File: src/rtl/axi_mem_pkg.sv
// axi_mem_pkg: shared response codes, FSM encoding and word geometry for the AXI-Lite memory slave
package axi_mem_pkg;
    localparam logic [1:0] RESP_OKAY   = 2'b00;
    localparam logic [1:0] RESP_SLVERR = 2'b10;
    localparam int BYTES_PER_WORD = 4;
    typedef enum logic [2:0] {S_IDLE, S_WRITE, S_WRESP, S_READ, S_RDATA, S_RMW_RD} state_t;
endpackage

File: src/rtl/axi_strb_merge.sv
// axi_strb_merge: per-byte select between the stored word and the new write word
module axi_strb_merge
    import axi_mem_pkg::*;
#(
    parameter int DATA_W = 32
) (
    input  logic [DATA_W-1:0]         old_word,
    input  logic [DATA_W-1:0]         new_word,
    input  logic [BYTES_PER_WORD-1:0] strb,
    output logic [DATA_W-1:0]         merged
);
    for (genvar b = 0; b < BYTES_PER_WORD; b++) begin : g_byte
        assign merged[8*b +: 8] = strb[b] ? new_word[8*b +: 8] : old_word[8*b +: 8];
    end
endmodule

File: src/rtl/axi_lite_mem_slave.sv
// axi_lite_mem_slave: AXI4-Lite front end for a 128-byte word memory; define AXI_MEM_STRB_RMW_EN
// to honour WSTRB with a read-modify-write cycle for partial strobes.
module axi_lite_mem_slave
    import axi_mem_pkg::*;
#(
    parameter int ADDR_W = 7,
    parameter int DATA_W = 32
) (
    input  logic                      CLK,
    input  logic                      RST,
    input  logic                      AWVALID,
    output logic                      AWREADY,
    input  logic [ADDR_W-1:0]         AWADDR,
    input  logic                      WVALID,
    output logic                      WREADY,
    input  logic [DATA_W-1:0]         WDATA,
    input  logic [BYTES_PER_WORD-1:0] WSTRB,
    output logic                      BVALID,
    input  logic                      BREADY,
    output logic [1:0]                BRESP,
    input  logic                      ARVALID,
    output logic                      ARREADY,
    input  logic [ADDR_W-1:0]         ARADDR,
    output logic                      RVALID,
    input  logic                      RREADY,
    output logic [DATA_W-1:0]         RDATA,
    output logic [1:0]                RRESP,
    output logic                      MEM_CS,
    output logic                      MEM_WE,
    output logic [ADDR_W-1:0]         MEM_WADDR,
    output logic [ADDR_W-1:0]         MEM_RADDR,
    output logic [DATA_W-1:0]         MEM_WDATA,
    input  logic [DATA_W-1:0]         MEM_RDATA
);
    state_t state, state_d;
    logic prio_wr, prio_wr_d;
    logic grant_wr, grant_rd;
    logic bvalid_d, rvalid_d, cs_d, we_d;
    logic [1:0] bresp_d, rresp_d;
    logic [DATA_W-1:0] rdata_d, wdata_d;
    logic [ADDR_W-1:0] waddr_d, raddr_d;

    // prio_wr set means a simultaneous write request beats a read request
    assign grant_wr = (state == S_IDLE) && AWVALID && WVALID && (prio_wr || !ARVALID);
    assign grant_rd = (state == S_IDLE) && ARVALID && (!prio_wr || !(AWVALID && WVALID));
    assign AWREADY  = grant_wr;
    assign WREADY   = grant_wr;
    assign ARREADY  = grant_rd;

`ifdef AXI_MEM_STRB_RMW_EN
    logic [DATA_W-1:0] hold_wdata, merged;
    logic [BYTES_PER_WORD-1:0] hold_strb;

    // write beat is parked here while the old word is fetched
    always_ff @(posedge CLK) begin
        if (grant_wr) begin
            hold_wdata <= WDATA;
            hold_strb  <= WSTRB;
        end
    end

    axi_strb_merge #(.DATA_W(DATA_W)) u_merge (
        .old_word (MEM_RDATA),
        .new_word (hold_wdata),
        .strb     (hold_strb),
        .merged   (merged)
    );
`else
    logic unused_strb;
    assign unused_strb = ^WSTRB;
`endif

    always_comb begin
        state_d   = state;
        prio_wr_d = prio_wr;
        bvalid_d  = BVALID;
        bresp_d   = BRESP;
        rvalid_d  = RVALID;
        rresp_d   = RRESP;
        rdata_d   = RDATA;
        cs_d      = 1'b0;
        we_d      = 1'b0;
        waddr_d   = MEM_WADDR;
        raddr_d   = MEM_RADDR;
        wdata_d   = MEM_WDATA;
        case (state)
            S_IDLE: begin
                if (grant_wr) begin
                    prio_wr_d = 1'b0;
                    if (|AWADDR[1:0]) begin
                        state_d  = S_WRESP;
                        bvalid_d = 1'b1;
                        bresp_d  = RESP_SLVERR;
                    end
`ifdef AXI_MEM_STRB_RMW_EN
                    else if (WSTRB == '0) begin
                        state_d  = S_WRESP;
                        bvalid_d = 1'b1;
                        bresp_d  = RESP_OKAY;
                    end else if (WSTRB != '1) begin
                        state_d = S_RMW_RD;
                        cs_d    = 1'b1;
                        raddr_d = AWADDR;
                        waddr_d = AWADDR;
                    end
`endif
                    else begin
                        state_d = S_WRITE;
                        cs_d    = 1'b1;
                        we_d    = 1'b1;
                        waddr_d = AWADDR;
                        wdata_d = WDATA;
                    end
                end else if (grant_rd) begin
                    prio_wr_d = 1'b1;
                    if (|ARADDR[1:0]) begin
                        state_d  = S_RDATA;
                        rvalid_d = 1'b1;
                        rresp_d  = RESP_SLVERR;
                        rdata_d  = '0;
                    end else begin
                        state_d = S_READ;
                        cs_d    = 1'b1;
                        raddr_d = ARADDR;
                    end
                end
            end
            S_WRITE: begin
                state_d  = S_WRESP;
                bvalid_d = 1'b1;
                bresp_d  = RESP_OKAY;
            end
            S_WRESP: begin
                state_d  = BREADY ? S_IDLE : S_WRESP;
                bvalid_d = !BREADY;
            end
            S_READ: begin
                state_d  = S_RDATA;
                rvalid_d = 1'b1;
                rresp_d  = RESP_OKAY;
                rdata_d  = MEM_RDATA;
            end
            S_RDATA: begin
                state_d  = RREADY ? S_IDLE : S_RDATA;
                rvalid_d = !RREADY;
            end
`ifdef AXI_MEM_STRB_RMW_EN
            S_RMW_RD: begin
                state_d = S_WRITE;
                cs_d    = 1'b1;
                we_d    = 1'b1;
                wdata_d = merged;
            end
`endif
            default: state_d = S_IDLE;
        endcase
    end

    always_ff @(posedge CLK) begin
        if (RST) begin
            state     <= S_IDLE;
            prio_wr   <= 1'b1;
            BVALID    <= 1'b0;
            BRESP     <= RESP_OKAY;
            RVALID    <= 1'b0;
            RRESP     <= RESP_OKAY;
            RDATA     <= '0;
            MEM_CS    <= 1'b0;
            MEM_WE    <= 1'b0;
            MEM_WADDR <= '0;
            MEM_RADDR <= '0;
            MEM_WDATA <= '0;
        end else begin
            state     <= state_d;
            prio_wr   <= prio_wr_d;
            BVALID    <= bvalid_d;
            BRESP     <= bresp_d;
            RVALID    <= rvalid_d;
            RRESP     <= rresp_d;
            RDATA     <= rdata_d;
            MEM_CS    <= cs_d;
            MEM_WE    <= we_d;
            MEM_WADDR <= waddr_d;
            MEM_RADDR <= raddr_d;
            MEM_WDATA <= wdata_d;
        end
    end
endmodule

File: config.mk
export PLATFORM = sky130hd
export DESIGN_NAME = axi_lite_mem_slave
export DESIGN_NICKNAME = d
export VERILOG_FILES = /design/src/rtl/axi_mem_pkg.sv /design/src/rtl/axi_strb_merge.sv /design/src/rtl/axi_lite_mem_slave.sv
export SDC_FILE = /design/constraint.sdc
export NUM_CORES = 1
export LEC_CHECK = 0
export CORE_MARGIN = 1
export CORE_UTILIZATION = 38
export CTS_CLUSTER_DIAMETER = 100
export DETAILED_ROUTE_END_ITERATION = 12
export GPL_TIMING_DRIVEN = 0
export MAX_ROUTING_LAYER = met4
export PLACE_DENSITY = 0.8
export SETUP_SLACK_MARGIN = 0.15
export SYNTH_ARGS = -nofsm -noshare
export SYNTH_HDL_FRONTEND = slang
export SYNTH_HIERARCHICAL = 1
export SYNTH_SLANG_ARGS = --single-unit
File: constraint.sdc
create_clock -name CLK -period 1.8 [get_ports CLK]
set_input_delay 0.18 -clock CLK [delete_from_list [all_inputs] [get_ports CLK]]
set_output_delay 0.18 -clock CLK [all_outputs]
set_load 0.01 [all_outputs]
Word level (Yosys, flattened, before mapping)
Index checks and enable logic that the tools add are counted.
{ "totals": {"word_cells": 87, "out_inout_bits": 89, "ff_bits": 90} }
{ "classes": {"n_mux": 31, "bitwise_logic": 4, "reduce_logical": 30, "eq_ne": 10} }
{ "ops": {"columns": ["cell", "count"], "rows": [
  ["two-way mux 32 bit", 3],
  ["case mux 32 bit (2 select lines)", 1],
  ["case mux 3 bit (5 select lines)", 1],
  ["two-way mux 2 bit", 7],
  ["two-way mux 3 bit", 4],
  ["AND reduction 4 bit", 3],
  ["two-way mux 1 bit", 11],
  ["AND reduction 3 bit", 3],
  ["case mux 2 bit (2 select lines)", 2],
  ["== test 3 x 2 -> 1 bit, second input constant", 2],
  ["logical AND 1 bit", 6],
  ["!= test 2 bit, second input constant", 3],
  ["case mux 1 bit (3 select lines)", 2],
  ["nonzero test 2 bit", 3],
  ["nonzero test 3 bit", 2],
  ["OR reduction 2 bit", 3],
  ["logical NOT 1 bit", 5],
  ["!= test 2 x 1 -> 1 bit, second input constant", 2],
  ["NOT 1 bit", 4],
  ["== test 3 x 1 -> 1 bit, second input constant", 1],
  ["== test 3 bit, second input constant", 1],
  ["logical NOT 3 bit", 1],
  ["!= test 3 bit, second input constant", 1],
  ["OR reduction 3 bit", 1],
  ["2 further kinds", 3]
]} }

Longest topological paths before layout
{ "logic_depth": {"depth_word": 7, "mapped_depth": 6} }

Worst setup path before layout
OpenSTA, ideal clock, no wires.
{ "synth_timing": {"path_kind": "register -> output", "start": "register state[2]", "end": "output WREADY", "arrival_time_ns": 1.327, "path_stages_with_launch": 4, "path_slack_ns": 0.293, "required_ns": 1.620, "cell_sequence": "dfxtp_1 or3_1 nor3_1 buf_4"} }
{ "synth_between": {"elab_chain_cells": 4} }
{ "synth_rtl": {"columns": ["element", "line", "source"], "rows": [
  ["from (decl)", "axi_lite_mem_slave.sv:35", "state_t state, state_d;"],
  ["from (signal assigned)", "axi_lite_mem_slave.sv:174", "state <= state_d;"],
  ["logical NOT 3 bit", "axi_lite_mem_slave.sv:44", "assign grant_wr = (state == S_IDLE) && AWVALID && WVALID && (prio_wr || !ARVALID);"],
  ["logical AND 1 bit (3 in a row)", "axi_lite_mem_slave.sv:44", null],
  ["to (decl)", "axi_lite_mem_slave.sv:15", "output logic WREADY,"]
]} }
Every way passes these cells.

Final worst setup path
{ "layout_timing": {"start": "register state[0]", "end": "output WREADY"} }
The elaborated chain is that of the path after synthesis.

==> metrics.yaml <==
timing.final.crit_share_pct: 92.78
maxCapViolCount: 0
worst_pin_slew_ns: 0.5026
r2r_slack_ns: 0.17
drive_above_1_share_pct: 11.96
ys_types: 36
wirelength_um: 8760
cellPowerDensity_nw_per_um2: 775.7
synth_compound_area_share_pct: 12.69
crit_family: "simple AND/OR/NAND/NOR gates"
p_sw_mw: 0.9775
dieArea_um2: 8699
max_stage_delay_ns: 0.40
die_w_um: 93.27
synth_seq_cells: 88
syn_to_final_growth_pct: 69.57
crit_path_cell_trace: "or3_4, nor3_4, buf_4, buf_6"
port_buffers: 170
r2r_cells: 8
status: "complete, no violations"
core_area_um2: 7888
multi_input_area_um2: 1279
hold_viol: 0
grt_use_total_pct: 21.07
min_from: "RST"
diodes: 0
synthAdderAreaFrac_pct: 0
finalSetupViolCount: 0
path_clk_slew_ns: 0.09
clock-root-buffer: "clkbuf_8"
rows: 32
pwr-share-comb_pct: 16.3
hold_ws_ns: 0.2253
synth_mux_area_share_pct: 13.28
seq_area_um2: 1769
cts_buffer_depth: 2
dpl.hpwl_um: 6436
grt_start_max_net_pins: 15
rr_startpoint: "state[2]"
hold_depth: 2
wire_per_inst_um: 14.92
start_util_pct: 40.13
slew_violations: 0
ctsHoldBuffers: 0
cp-end-kind: "primary output"
insertion_delay_ns: 0.36
finalCriticalPeriod_ns: 1.670
clockPowerShare_pct: 35.0
synth_top_family_by_area: "multiplexers"
irDropWorstVdd_v: 0.0004484
final_antenna_net_count: 0
drt_iter0_drc: 57
internal-power_mw: 3.186
clock_sinks: 88
grt_overflow: 0
first_global_vias: 2828
die_y_um: 93.27
gp_congestion: 0.7849
worstPathRequired_ns: 1.62
rsz0062_at_grt: "true"
startpoint_type: "flop"
timing.rr.end: "MEM_WADDR[3]"
numCtsBuffers: 9
path_buf_inv: 2
p_leak_nw: 2.346
seq_power_share_pct: 48.7
critPathSlowestCell: "or3_4"
syn_avg_cell_area_um2: 10.95
hold_path.class: "in -> reg"
drt-pass1-iter-count: 4
synth-xor-area-share_pct: 0.2767
seq_area_frac_synth_pct: 55.65
hold_end: "prio_wr"
dr_total_vias: 2855
mappedNetlistArea_um2: 3166
yosys.area_share.simple_pct: 12.61
cts_tree: "done"
skew_ns: 0.01250
fin_nets: 569
dp_cells: 562
critPathArrivalTime_ns: 1.49
synthCells: 289
grt_pass1_wl_um: 13860
drc: 0
antenna_found_initial: 0
yosys_warnings: 6
relSlewSlack_pct: 66.49
path_class: "reg -> out"
layout.cells.non_filler: 587
ios: 178
critPathMaxFanout: 2
fmax_ghz: 0.5988
fillers: 645
final_util_pct: 68.05
cts.htree.levels: 3
viasPerCell: 4.864
p_sw_share_pct: 23.48
==> state kept, by name, summed over array words and instances (netlist names) <==
signal	cells
prio_wr	1
RVALID	1
RRESP	1
BRESP	1
BVALID	1
MEM_WDATA	32
MEM_WADDR	7
RDATA	32
MEM_RADDR	7
MEM_WE	1
state	3
MEM_CS	1
==> final cells by class <==
cell class              count  share of cell area, %
multi-input cells         177                  23.82
clock buffers              11                  2.448
repair buffers            179                  33.45
flip-flops and latches     88                  32.96
plain buffers              23                  3.287
well taps                 102                  2.378
inverters                   2                 0.1399
clock inverters             5                  1.515
==> synth_stat cells, drive strengths merged <==
master	number	share of area, %
mux2i	42	13
o21a	1	0.24
nor2	49	5.8
nor4bb	1	0.32
nand4b	1	0.28
nor2b	1	0.20
or3	1	0.20
nor3	7	1.6
nand4	2	0.59
a22o	34	9.4
and3	5	0.99
conb	1	0.12
a21oi	11	1.7
nor3b	2	0.47
clkbuf	5	0.59
buf	18	4.5
nand2	2	0.24
a31oi	1	0.20
o31a	2	0.55
and2b	1	0.24
xor2	1	0.28
nand2b	1	0.20
o31ai	1	0.24
or3b	2	0.55
o21ai	2	0.32
inv	2	0.24
dfxtp	88	56
and2	1	0.20
or2	2	0.40
nand3	2	0.32
==> through the flow <==
step / worst slack (ns) / total power, mW / instance area (um^2) / TNS, ns
final: 0.1300 / 4.164 / 5368 / 0
after floorplan: 0.2928 / 2.337 / 3169 / 0
after detailed placement: -0.2912 / 2.677 / 4999 / -3.422
after global placement: -0.2874 / 2.665 / 4999 / -2.627
after CTS: 0.1221 / 4.198 / 5295 / 0
after global routing: 0.05197 / 4.361 / 5368 / 0
==> repair_timing <==
action,CTS,global route
pin swaps,3,1
endpoints found under the setup margin,3,74
resized for setup,23,8
setup buffers,6,2
gates cloned,0,1
==> power groups by stage <==
| stage | sequential, mW | combinational [mW] | clock, mW |
|---|---|---|---|
| after floorplan | 2.09 | 0.246 | 0 |
| after global placement | 2.07 | 0.593 | 0 |
| after detailed placement | 2.07 | 0.602 | 0 |
| after CTS | 2.02 | 0.659 | 1.51 |
| after global routing | 2.03 | 0.733 | 1.59 |
| final | 2.03 | 0.679 | 1.46 |
==> layout by cell type (no fill, tap or decap), drive strengths merged, types with 5 or more instances in the layout <==
cell type	instances
a21oi	11
clkbuf	17
a22o	34
and3	5
dfxtp	88
buf	29
mux2i	42
nor3	7
nor2	49
clkdlybuf4s50	167
==> cells by family (layout without fill, tap and decap cells) <==
| kind of cell | count (synthesis) | after routing |
|---|---|---|
| multiplexers | 42 | 42 |
| flip-flops | 88 | 88 |
| buffers and inverters | 25 | 220 |
| AO/OA/AOI/OAI | 52 | 52 |
| XOR/XNOR | 1 | 1 |
| AND/OR/NAND/NOR | 80 | 80 |
| other | 1 | 2 |
==> worst max-delay path by stage <==
stage	endpoint	start	cells past startpoint
floorplan	WREADY	state[2]	3
global placement	WREADY	ARVALID	5
detailed placement	WREADY	ARVALID	5
CTS	AWREADY	state[0]	4
global route	MEM_WDATA[20]	state[2]	8
finish	WREADY	state[0]	4
==> metal layers <==
| metal | vias to the layer above | track usage, % | part of all wire [%] |
|---|---|---|---|
| met2 | 127 | 34.99 | 50 |
| met5 | - | - | 0 |
| met3 | 20 | 5.935 | 7.5 |
| met4 | 0 | 9.103 | 2.5 |
| li1 | 1391 | - | - |
| met1 | 1317 | 23.74 | 40 |
(Power assumes the default switching activity.)
